$ cat config.mk
export PLATFORM = sky130hd
export DESIGN_NAME = fifo_write_ctrl
export DESIGN_NICKNAME = d
export VERILOG_FILES = /design/src/rtl/fifo_pkg.sv /design/src/rtl/fifo_sync2.sv /design/src/rtl/fifo_write_ctrl.sv
export SDC_FILE = /design/constraint.sdc
export NUM_CORES = 1
export LEC_CHECK = 0
export ABC_AREA = 0
export ABC_CLOCK_PERIOD_IN_PS = 2700
export BUFFER_PORTS_ARGS = -buffer_cell sky130_fd_sc_hd__buf_2
export CAP_MARGIN = 20
export CORE_UTILIZATION = 40
export CTS_CLUSTER_SIZE = 12
export DETAILED_ROUTE_END_ITERATION = 7
export PLACE_DENSITY_LB_ADDON = 0.25
export SETUP_SLACK_MARGIN = 0.5
export SLEW_MARGIN = 20
export SYNTH_ARGS = -nofsm -noshare
export SYNTH_HDL_FRONTEND = slang
export SYNTH_SLANG_ARGS = --single-unit
$ cat constraint.sdc
create_clock -name clk -period 2.7 [get_ports clk]
set_input_delay 0.405 -clock clk [delete_from_list [all_inputs] [get_ports clk]]
set_output_delay 0.405 -clock clk [all_outputs]
set_load 0.01 [all_outputs]
$ cat src/rtl/fifo_pkg.sv
// Shared helpers for the dual-clock FIFO write and read controllers.
// Pointer widths up to MAX_PTR_W are handled by zero-extending into ptr_t.
package fifo_pkg;

    localparam int MAX_PTR_W = 9;

    typedef logic [MAX_PTR_W-1:0] ptr_t;

    function automatic int fifo_depth(input int ptr_sz);
        return 1 << ptr_sz;
    endfunction

    // Leading zeros map to leading zeros, so narrower pointers convert correctly.
    function automatic ptr_t bin2gray(input ptr_t b);
        return b ^ (b >> 1);
    endfunction

    function automatic ptr_t gray2bin(input ptr_t g);
        ptr_t b;
        b[MAX_PTR_W-1] = g[MAX_PTR_W-1];
        for (int i = MAX_PTR_W - 2; i >= 0; i--) begin
            b[i] = b[i+1] ^ g[i];
        end
        return b;
    endfunction

endpackage

$ cat src/rtl/fifo_sync2.sv
// Two-flop synchroniser for multi-bit Gray pointers crossing clock domains.
module fifo_sync2 #(
    parameter int WIDTH = 3
) (
    input  logic             clk,
    input  logic             rst,
    input  logic [WIDTH-1:0] d,
    output logic [WIDTH-1:0] q
);

    logic [WIDTH-1:0] meta;

    always_ff @(posedge clk or negedge rst) begin
        if (!rst) begin
            meta <= '0;
            q    <= '0;
        end else begin
            meta <= d;
            q    <= meta;
        end
    end

endmodule

$ cat src/rtl/fifo_write_ctrl.sv
// Write-domain controller for the router's dual-clock FIFOs: pointer, RAM write
// port, synchronised read pointer and registered full/almost-full/level/overflow.
module fifo_write_ctrl
    import fifo_pkg::*;
#(
    parameter int PTR_SZ       = 2,
    parameter int AFULL_THRESH = 3
) (
    input  logic              clk,
    input  logic              rst,
    input  logic              winc,
    input  logic              ovf_clr,
    input  logic [PTR_SZ:0]   rgray_async,
    output logic              write_en,
    output logic [PTR_SZ-1:0] waddr,
    output logic [PTR_SZ:0]   waddr_gray,
    output logic              wfull,
    output logic              walmost_full,
    output logic [PTR_SZ:0]   wlevel,
    output logic              woverflow
);

    localparam int PW    = PTR_SZ + 1;
    localparam int DEPTH = fifo_depth(PTR_SZ);

    logic [PW-1:0] wbin;
    logic [PW-1:0] wbin_next;
    logic [PW-1:0] wgray_next;
    logic [PW-1:0] rq2_rgray;
    logic [PW-1:0] rq2_rbin;
    logic [PW-1:0] full_pattern;
    logic [PW-1:0] level_next;
    ptr_t          gray_wide;
    ptr_t          rbin_wide;
    logic          unused_hi_bits;

    fifo_sync2 #(
        .WIDTH(PW)
    ) u_rptr_sync (
        .clk (clk),
        .rst (rst),
        .d   (rgray_async),
        .q   (rq2_rgray)
    );

    assign write_en  = winc & ~wfull;
    assign waddr     = wbin[PTR_SZ-1:0];
    assign wbin_next = wbin + PW'(write_en);

    assign gray_wide  = bin2gray(MAX_PTR_W'(wbin_next));
    assign wgray_next = gray_wide[PW-1:0];
    assign rbin_wide  = gray2bin(MAX_PTR_W'(rq2_rgray));
    assign rq2_rbin   = rbin_wide[PW-1:0];

    // Upper bits are always zero after zero-extension; fold them away explicitly.
    assign unused_hi_bits = ^(gray_wide >> PW) ^ ^(rbin_wide >> PW);

    // Full when the write pointer is exactly one lap ahead of the read pointer.
    assign full_pattern = {~rq2_rgray[PTR_SZ:PTR_SZ-1], rq2_rgray[PTR_SZ-2:0]};
    assign level_next   = wbin_next - rq2_rbin;

    // All flags derive from next-state values so they stay mutually consistent.
    always_ff @(posedge clk or negedge rst) begin
        if (!rst) begin
            wbin         <= '0;
            waddr_gray   <= '0;
            wfull        <= 1'b0;
            walmost_full <= 1'b0;
            wlevel       <= '0;
            woverflow    <= 1'b0;
        end else begin
            wbin         <= wbin_next;
            waddr_gray   <= wgray_next;
            wfull        <= (wgray_next == full_pattern);
            walmost_full <= (level_next >= PW'(AFULL_THRESH));
            wlevel       <= level_next;
            woverflow    <= (woverflow & ~ovf_clr) | (winc & wfull);
        end
    end

    // DEPTH is kept for readability of the threshold range (1..DEPTH).
    logic unused_depth;
    assign unused_depth = (DEPTH == 0);

endmodule
### After elaboration in Yosys (flattened, before gate mapping)

Cells that the tools add are included.

* bits in registers: 18
* input port bits: 7
* output and inout bits: 12
* logic and storage cells: 22

* add/sub/neg operators: 2
* magnitude comparators: 1
* equality and inequality tests: 1
* bitwise gates (word level): 10

Operators by type and width (count)
* $add A3 B1 Y3: 1
* $and A1 B1 Y1: 3
* $eq A3 B3 Y1: 1
* $ge A3 B2 Y1 const B: 1
* $sub A3 B3 Y3: 1
* $xor A3 B2 Y3: 1
* $not A1 Y1: 2
* $not A2 Y2: 1
* $xor A1 B1 Y1: 2
* $or A1 B1 Y1: 1

### Longest topological paths before layout

Gate-level depths: netlist (run 1).

* word-level depth: 5
* mapped depth: 8
* mapped depth without buffers: 8

### By module

Synthesis (run 1) repeated with hierarchy kept, for this count alone.

* cell total of the unflattened synthesis: 48
* area total of the unflattened synthesis: 675.6 um^2

Modules (own cells, without submodules)
* fifo_write_ctrl: instances 1, cells an instance 42, area each 525.5 um^2, sequential area each 275.3 um^2
* fifo_sync2: instances 1, cells an instance 6, area each 150.1 um^2, sequential area each 150.1 um^2

### Worst setup path before layout (run 1)

No wires, ideal clock.

* path kind: input -> register
* start point: in winc
* end point: reg walmost_full
* library setup time: 118 ps
* arrival: 2021 ps
* setup slack: 561 ps
* cell stages on the path: 8
* buffers on the path: 0
* path through: nor2b_2 -> and2_1 -> ha_1 -> inv_1 -> fa_1 -> xnor2_1 -> xnor2_1 -> a21o_1

* word-level cells in the longest chain between the ends: 4

Ends and longest elaborated chain
* start: declaration: RTL line fifo_write_ctrl.sv:11 `input logic winc,`
* $and A1 B1 Y1: RTL line fifo_write_ctrl.sv:46 `assign write_en = winc & ~wfull;`
* $add A3 B1 Y3: RTL line fifo_write_ctrl.sv:48 `assign wbin_next = wbin + PW'(write_en);`
* via wbin_next[1]: RTL line fifo_write_ctrl.sv:27 `logic [PW-1:0] wbin_next;`
* $sub A3 B3 Y3: RTL line fifo_write_ctrl.sv:60 `assign level_next = wbin_next - rq2_rbin;`
* via level_next[2]: RTL line fifo_write_ctrl.sv:32 `logic [PW-1:0] level_next;`
* $ge A3 B2 Y1: RTL line fifo_write_ctrl.sv:75 `walmost_full <= (level_next >= PW'(AFULL_THRESH));`
* end signal: assignment: RTL line fifo_write_ctrl.sv:75
* end: declaration: RTL line fifo_write_ctrl.sv:18 `output logic walmost_full,`

The timed path passes the listed nets, and every way through them passes these cells.

### Final worst setup path (run 1)

* start point: reg wfull
* end point: reg walmost_full

* word-level cells in the longest chain between the ends: 5

Ends and longest elaborated chain
* start: declaration: RTL line fifo_write_ctrl.sv:17 `output logic wfull,`
* start signal: assignment: RTL line fifo_write_ctrl.sv:74 `wfull <= (wgray_next == full_pattern);`
* $not A1 Y1: RTL line fifo_write_ctrl.sv:46
* $and A1 B1 Y1: RTL line fifo_write_ctrl.sv:46
* $add A3 B1 Y3: RTL line fifo_write_ctrl.sv:48
* via wbin_next[1]: RTL line fifo_write_ctrl.sv:27
* $sub A3 B3 Y3: RTL line fifo_write_ctrl.sv:60
* via level_next[2]: RTL line fifo_write_ctrl.sv:32
* $ge A3 B2 Y1: RTL line fifo_write_ctrl.sv:75

The timed path passes the listed nets, and every way through them passes these cells.

==> reports/results.txt, run 1 <==
Status: completed
Inserted Diodes: 0
Number of global-route vias before repair: 338
H-tree depth: 1
Count of buffers from port buffering: 18
Largest driver fanout on the critical path: 5
Total global-route track usage: 11.8%
Global placement routability congestion: 0.708
Clock-pin slew on the worst setup and hold paths: 0.09 ns
Syn_nets: 58
Headroom to the max-slew limit: 75.9%
Via count: 400
Sink Count: 17
Worst path setup slack after routing: 0.604 ns
Total power divided by cell area: 1160 nW/um^2
Starting DRT DRC Count: 4
Total leakage power: 0.000405 uW
Worst hold-check path type: input pin to async pin
Max-slew violations: 0
Global-route wire length before repair: 1460 um
Data required time at the worst endpoint: 2.89 ns
Startpoint kind of the worst setup timing path: register
Clock Skews: 0.000374 ns
Die Footprint: 1860 um^2
Placeable core region: 1540 um^2
Hold violation total from the final report: 0
# IOs: 19
Slew at the pin closest to its max-slew limit: 0.362 ns
Largest net degree at the start of global routing: 18
Number of routed nets with antenna violations: 0
Total overflow reported by the global router: 0
Insertion delay of the later-clocked pin in the worst-skew pair: 0.29 ns
Warning count from the yosys run: 0
Post-route setup TNS: 0 ns
1st-pass router iterations: 4
Min cycle time layout: 2.10 ns
Register area share after synthesis: 63.0%
Post-route total power: 945 uW
Arrival @ worst endpoint: 2.29 ns
DRC violation count after routing: 0
Count of hold-fix buffers inserted at cts: 0
Synth-to-Final Area Change: 20.9%
Gate Count Post-Synth: 48
Final setup vio count: 0
Count of maximum capacitance violations: 0
Period utilisation layout: 77.6%
Antenna violations before repair: 0
Post-detailed-route wirelength per cell: 10.4 um
Final-stage net count: 81
Post-DR vias/cell: 4.65
Peak ir drop on the vdd network: 0.000412 V
Worst setup path category: register to register
Number of buffers between clock root and the deepest sink: 2
WHS: 0.0117 ns
Syn Area/Cell: 14.1 um^2
Finished Core Util: 53.0%
Worst slack, placed: 0.368 ns
Post-CTS setup buffer count: 0
Root Buffer Master: sky130_fd_sc_hd__clkbuf_4
Critical Path Sink Type: register
TritonCTS clock tree: built
Hpwl dp: 667 um
Floorplan die height: 43.1 um
Final Routed Wirelength: 892 um
Clock buffer count from CTS: 3
Netlist cell types: 18
Combined area of all synthesized cells: 676 um^2
Proportion of layout cells with a drive suffix above 1: 34.3%
Placement Rows: 14
Setup repair after global routing missed its margin: no
Die span in x: 43.1 um
# fillers: 141
Register bit count reported by yosys: 17
Achievable frequency: 0.477 GHz
Initial cell density of the core: 43.8%
## worst max-delay path, stage by stage (launching register included)
cell	delay (ns)
sky130_fd_sc_hd__dfrtp_1	0.41
sky130_fd_sc_hd__nor2b_4	0.07
sky130_fd_sc_hd__and2_1	0.16
sky130_fd_sc_hd__ha_1	0.36
sky130_fd_sc_hd__inv_1	0.11
sky130_fd_sc_hd__fa_1	0.44
sky130_fd_sc_hd__xnor2_1	0.14
sky130_fd_sc_hd__xnor2_1	0.14
sky130_fd_sc_hd__a21o_1	0.16
## sequential cells by signal (all words and copies together), names as in the netlist
register          count
waddr_gray            3
u_rptr_sync.q         3
wlevel                3
woverflow             1
wfull                 1
wbin                  2
walmost_full          1
u_rptr_sync.meta      3
## Yosys cell counts, drive strengths merged
master	instances	area [um^2]
dfrtp	17	425
xnor2	7	61.3
inv	5	18.8
xor2	3	45.1
ha	2	25.0
nand2	2	7.51
nor2	2	7.51
a21o	1	7.51
a21oi	1	5.00
and2	1	6.26
and3b	1	10.0
fa	1	20.0
nor2b	1	8.76
nor3b	1	7.51
o211ai	1	7.51
o21ai	1	5.00
o31ai	1	7.51
## path summary, 6_finish.rpt
kind | from | slack (ns) | to | cells past startpoint
setup / recovery | wfull | 0.60 | walmost_full | 8
max in group asynchronous | rst | 2.43 | walmost_full | 1
min in group clk | rgray_async[0] | 0.21 | u_rptr_sync.meta[0] | 1
setup reg to reg | wfull | 0.60 | walmost_full | 8
hold / removal | rst | 0.01 | wbin[0] | 1
hold reg to reg | u_rptr_sync.meta[2] | 0.36 | u_rptr_sync.q[2] | 0
## power by group
part	internal, uW	switching [uW]	total, uW
clock	57.6	74.6	132
sequential	343	41.2	385
combinational	200	228	428
## logic make-up after synthesis
| family | after synthesis | synth area share [%] |
|---|---|---|
| AO/OA/AOI/OAI | 5 | 4.81 |
| XOR/XNOR | 10 | 15.7 |
| adder cells (fa/ha/maj) | 3 | 6.67 |
| buffers and inverters | 5 | 2.78 |
| flip-flops | 17 | 63.0 |
| AND/OR/NAND/NOR | 8 | 7.04 |
## layout by cell type, fill, tap and decap left out, drive strengths merged
cell	netlist	layout
buf	0	18
dfrtp	17	17
xnor2	7	7
inv	5	5
clkbuf	0	4
xor2	3	3
nor2	2	2
nand2	2	2
ha	2	2
nor2b	1	1
and2	1	1
a21oi	1	1
nor3b	1	1
and3b	1	1
o211ai	1	1
o31ai	1	1
o21ai	1	1
a21o	1	1
fa	1	1
## layout make-up
cell class,instances,area [um^2],share of cell area (%)
Tap cell,16,20.0,2.45
Inverter,5,18.8,2.30
Multi-Input combinational cell,26,236,28.9
Timing Repair Buffer,18,90.1,11.0
Clock buffer,4,26.3,3.22
Sequential cell,17,425,52.1
## per-stage QoR
step                cell area [um^2]  instances
CTS                              812         86
global route                     817         86
detailed placement               786         82
floorplan                        676         48
global placement                 786         82
finish                           817         86
## layer usage
| layer | global-route usage, % | vias to the layer above | part of all wire, % |
|---|---|---|---|
| met1 | 12.3 | 187 | 43 |
| met3 | 3.83 | 5 | 5.2 |
| met5 | 0 | - | 0 |
| met2 | 17.6 | 14 | 47 |
| met4 | 12.7 | 0 | 4.5 |
| li1 | - | 194 | - |
## repair_timing
action,4_1_cts,5_1_grt
hold endpoints to repair,0,0
setup endpoints to repair,0,1
resized for setup,0,1
Note: power is estimated with default switching activity, not from simulation.
==> run 2: changes to the inputs <==
- ABC_CLOCK_PERIOD_IN_PS: 2700 -> 2100
- clock period: 2.7 -> 2.1 ns (I/O delays scaled with it)
==> run 2 against run 1 <==
Effect of this change:
- sequential power grew 28%
- combinational power grew 91%
- clock power grew 27%
- global-route usage grew 2.1 points
- worst setup slack lost 0.34 ns
- count of clock-buffer cells in the layout is the same
- largest power group unchanged
==> reports/results.txt, run 2 (synthesized netlist as in run 1, its figures left out) <==
Status: completed
Total global-route track usage: 14.0%
Headroom to the max-slew limit: 75.7%
Slew at the pin closest to its max-slew limit: 0.365 ns
Hold violation total from the final report: 0
TritonCTS clock tree: built
Post-detailed-route wirelength per cell: 10.8 um
Number of routed nets with antenna violations: 0
Clock Skews: 0.00358 ns
Antenna violations before repair: 0
DRC violation count after routing: 0
Die span in x: 43.1 um
Worst R2R End: walmost_full
1st-pass router iterations: 3
Total leakage power: 0.000477 uW
Peak ir drop on the vdd network: 0.000754 V
Clock Power Share: 11.3%
Root Buffer Master: sky130_fd_sc_hd__clkbuf_4
Worst r2r path cells: 7
Crit path depth: 7
Largest net degree at the start of global routing: 18
Inserted Diodes: 0
Placement Rows: 14
Final setup vio count: 0
Period utilisation layout: 87.4%
Min cycle time layout: 1.83 ns
Post-route total power: 1480 uW
Net switching fraction of the power: 34.9%
Number of buffers between clock root and the deepest sink: 2
# IOs: 19
Achievable frequency: 0.545 GHz
Max-slew violations: 0
Cell internal pwr: 962 uW
Switching power: 516 uW
Worst Hold End: u_rptr_sync.meta[1]
Sink Count: 17
Starting DRT DRC Count: 7
Count of maximum capacitance violations: 0
Slowest cell on the critical path: sky130_fd_sc_hd__dfrtp_2
Final Routed Wirelength: 1070 um
Floorplan die height: 43.1 um
Gate power share: 55.4%
Largest driver fanout on the critical path: 2
Worst Hold Launch: rgray_async[1]
Arrival @ worst endpoint: 2.01 ns
Synth-to-Final Area Change: 45.0%
CP cell instances: xor2_2 -> xor2_1 -> ha_2 -> fa_2 -> xnor2_2 -> xnor2_1 -> a21o_1
Worst setup slack for register-to-register paths: 0.27 ns
Crit-path max cell delay: 0.43 ns
Register area: 428 um^2
Count of buffers from port buffering: 18
Launch point of the worst reg-to-reg path: u_rptr_sync.q[2]
Clock buffer count from CTS: 3
# fillers: 122
Placeable core region: 1540 um^2
Total overflow reported by the global router: 0
Seq pwr share: 33.3%
Worst setup path start: u_rptr_sync.q[2]
Proportion of layout cells with a drive suffix above 1: 56.6%
Post-route setup TNS: 0 ns
Area of the multi-input gates: 290 um^2
Worst hold-check path type: input pin to register
Number of global-route vias before repair: 489
Global-route wire length before repair: 1880 um
Final-stage net count: 94
Initial cell density of the core: 43.8%
Data required time at the worst endpoint: 2.28 ns
Worst path top cell family by delay: XOR/XNOR gates
Post-DR vias/cell: 4.71
Startpoint kind of the worst setup timing path: register
Finished Core Util: 63.6%
Insertion delay of the later-clocked pin in the worst-skew pair: 0.28 ns
Critical Path Sink Type: register
Highest-count cells in the layout ignoring fill and taps: sky130_fd_sc_hd__buf_2, sky130_fd_sc_hd__dfrtp_1, sky130_fd_sc_hd__buf_4, sky130_fd_sc_hd__xnor2_1
Leading cell type in the layout, fill and taps excluded: sky130_fd_sc_hd__buf_2
Number of buffers and inverters on the critical path: 0
Worst hold path depth: 1
Worst setup path category: register to register
Setup repair after global routing missed its margin: yes
H-tree depth: 1
Global placement routability congestion: 0.772
Total power divided by cell area: 1510 nW/um^2
Die Footprint: 1860 um^2
Clock-pin slew on the worst setup and hold paths: 0.09 ns
Via count: 466
run 2: cell types whose count changed in the layout (fill, tap and decap cells not counted), moves of 2 or more:
cell | before | now
sky130_fd_sc_hd__inv_1 | 5 | 3
sky130_fd_sc_hd__ha_1 | 2 | 0
sky130_fd_sc_hd__buf_4 | 0 | 11
sky130_fd_sc_hd__dfrtp_1 | 17 | 15
sky130_fd_sc_hd__xnor2_1 | 7 | 5
sky130_fd_sc_hd__dfrtp_2 | 0 | 2
run 2: worst max path at each step:
stage | slack (ns) | endpoint
finish | 0.27 | walmost_full
global route | 0.19 | walmost_full
CTS | 0.25 | walmost_full
detailed placement | 0.13 | walmost_full
global placement | 0.14 | walmost_full
floorplan | 0.22 | walmost_full
run 2: routing by layer:
| layer | global-route usage (%) | wire, um |
|---|---|---|
| met5 | 0 | 0 |
| met4 | 7.88 | 0 |
| met3 | 6.38 | 63 |
| met2 | 23.6 | 575 |
| met1 | 14.0 | 435 |
run 2: timing repair:
| action | 4_1_cts | 5_1_grt |
|---|---|---|
| pin swaps | 6 | 4 |
| endpoints found under the setup margin | 4 | 4 |
| cloned | 0 | 0 |
| resized for setup | 4 | 0 |
| hold buffers | 1 | 0 |
| setup buffers | 9 | 3 |
| endpoints found under the hold margin | 17 | 0 |
run 2: power groups by stage:
stage	Sequential (uW)	Combinational (uW)	Clock, uW
after floorplan	566	416	0
after global placement	510	628	0
after detailed placement	512	636	0
after CTS	494	757	175
after global routing	504	906	187
final	492	819	167
run 2: through the flow:
stage / setup slack (ns) / std cells / area [um^2] / hold slack [ns]
after floorplan: 0.215 / 48 / 724 / 0.0194
after detailed placement: 0.126 / 82 / 835 / 0.248
after CTS: 0.246 / 96 / 957 / 0.121
after global placement: 0.139 / 82 / 835 / 0.243
final: 0.265 / 99 / 980 / 0.131
after global routing: 0.192 / 99 / 980 / 0.112
run 2: area by class of cell:
class                      instances  area share (%)
tap                               16            2.04
inverter                           5            2.17
multi-input combinational         26            29.6
timing repair buffer              31            19.8
sequential                        17            43.7
clock buffer                       4            2.68
==> run 3: changes to the inputs <==
- BUFFER_PORTS_ARGS: -buffer_cell sky130_fd_sc_hd__buf_2 -> -buffer_cell sky130_fd_sc_hd__clkbuf_2
==> run 3 against run 2 <==
Effect of this change:
- sequential power is 5.9% higher
- die area unchanged
- combinational power shrank 2%
- first-iteration DRC count is 71% lower
- fmax fell by 3.9%
- power grew 0.91%
- sequential share of layout area is 1.3 points higher
- critical path depth increased by 1
- worst setup slack got worse by 0.074 ns
- clock skew rose by 0.0059 ns
- worst hold slack worse by 0.0045 ns
- largest power group unchanged
- highest routed layer is now met4
==> reports/results.txt, run 3 (synthesized netlist as in run 1, its figures left out) <==
Leading cell type in the layout, fill and taps excluded: sky130_fd_sc_hd__clkbuf_2
Total power divided by cell area: 1560 nW/um^2
DRC violation count after routing: 0
Clock-pin slew on the worst setup and hold paths: 0.10 ns
Proportion of layout cells with a drive suffix above 1: 56.3%
Max-slew violations: 0
Status: completed
Placed Area: 835 um^2
Hold violation total from the final report: 0
Initial cell density of the core: 43.8%
Critical Path Sink Type: register
Worst hold-check path type: input pin to register
Placement Rows: 14
Final setup vio count: 0
Largest net degree at the start of global routing: 18
Min cycle time layout: 1.91 ns
Worst R2R End: walmost_full
Worst r2r path cells: 8
Root Buffer Master: sky130_fd_sc_hd__clkbuf_4
Highest-count cells in the layout ignoring fill and taps: sky130_fd_sc_hd__clkbuf_2, sky130_fd_sc_hd__dfrtp_1, sky130_fd_sc_hd__buf_4, sky130_fd_sc_hd__xnor2_1
Worst path setup slack after routing: 0.191 ns
Post-detailed-route wirelength per cell: 12.2 um
Insertion delay of the later-clocked pin in the worst-skew pair: 0.29 ns
Worst Hold End: u_rptr_sync.meta[0]
Largest driver fanout on the critical path: 3
H-tree depth: 1
Launch point of the worst reg-to-reg path: wfull
Global-route wire length before repair: 2030 um
Via count: 456
Setup repair after global routing missed its margin: yes
Clock buffer count from CTS: 3
Clock Skews: 0.00952 ns
Hpwl dp: 739 um
Number of cells after detailed placement: 82
Post-DR vias/cell: 4.75
Floorplan die height: 43.1 um
Synth-to-Final Area Change: 41.3%
Total global-route track usage: 15.4%
Worst path top cell family by delay: adder cells
Startpoint kind of the worst setup timing path: register
Antenna violations before repair: 0
# IOs: 19
Post-route setup TNS: 0 ns
Number of buffers between clock root and the deepest sink: 2
Worst hold path depth: 1
Slew at the pin closest to its max-slew limit: 0.426 ns
Worst Hold Launch: rgray_async[0]
Worst setup slack for register-to-register paths: 0.19 ns
# fillers: 128
Arrival @ worst endpoint: 2.08 ns
Final Routed Wirelength: 1170 um
CP cell instances: nor2b_4 -> and2_4 -> ha_4 -> inv_4 -> fa_2 -> xnor2_2 -> xnor2_1 -> a21o_1
Achievable frequency: 0.524 GHz
Die span in x: 43.1 um
Data required time at the worst endpoint: 2.28 ns
Number of global-route vias before repair: 466
Inserted Diodes: 0
Post-Layout Inst Area: 955 um^2
Number of buffers and inverters on the critical path: 1
Finished Core Util: 61.9%
Total overflow reported by the global router: 0
Number of routed nets with antenna violations: 0
Peak ir drop on the vdd network: 0.000774 V
Final-stage net count: 91
1st-pass router iterations: 4
Headroom to the max-slew limit: 71.6%
Worst slack, placed: 0.144 ns
TritonCTS clock tree: built
Starting DRT DRC Count: 2
Count of buffers from port buffering: 18
Worst setup path category: register to register
Total leakage power: 0.000462 uW
Number of cells in the finished layout apart from fillers: 96
Crit-path max cell delay: 0.43 ns
Die Footprint: 1860 um^2
Global placement routability congestion: 0.747
Count of maximum capacitance violations: 0
Period utilisation layout: 90.9%
Placeable core region: 1540 um^2
Slowest cell on the critical path: sky130_fd_sc_hd__dfrtp_1
Sink Count: 17
-- run 3: cell count changes in the layout (fill, tap and decap cells not counted), sizes merged --
| cell | delta |
|---|---|
| clkbuf | +18 |
| buf | -21 |
-- run 3: how the worst max path moves through the flow --
stage / startpoint / endpoint / cells past startpoint
detailed placement: winc / walmost_full / 9
floorplan: wfull / walmost_full / 8
CTS: wfull / walmost_full / 8
finish: wfull / walmost_full / 8
global route: wfull / walmost_full / 8
global placement: winc / walmost_full / 9
-- run 3: metal layers --
layer / global-route usage (%) / vias up / part of all wire, %
li1: - / 214 / -
met1: 17.1 / 221 / 40
met2: 26.3 / 17 / 54
met3: 5.11 / 4 / 4.2
met4: 7.27 / 0 / 1.5
met5: 0 / - / 0
-- run 3: layout make-up --
type	instances	area, um^2	share of cell area, %
well taps	16	20.0	2.10
inverters	5	21.3	2.23
repair buffers	28	168	17.6
flip-flops and latches	17	429	45.0
clock buffers	4	26.3	2.75
multi-input cells	26	290	30.4
-- run 3: through the flow --
| step | hold slack [ns] | power, uW |
|---|---|---|
| after floorplan | 0.0194 | 982 |
| after global placement | 0.262 | 1140 |
| after detailed placement | 0.271 | 1160 |
| after CTS | 0.122 | 1400 |
| after global routing | 0.102 | 1610 |
| final | 0.126 | 1490 |
-- run 3: power breakdown --
part	internal, uW	switching [uW]	leakage, uW
Clock	73.7	97.6	0.0000150
Sequential	445	76.3	0.000198
Combinational	441	358	0.000249
Total	959	532	0.000462
-- run 3: repair_timing --
action | 4_1_cts | 5_1_grt
gates resized for setup | 3 | 1
buffers inserted | 6 | 3
pin swaps | 4 | 3
hold buffers | 1 | 0
hold endpoints to repair | 17 | 0
endpoints found under the setup margin | 4 | 4
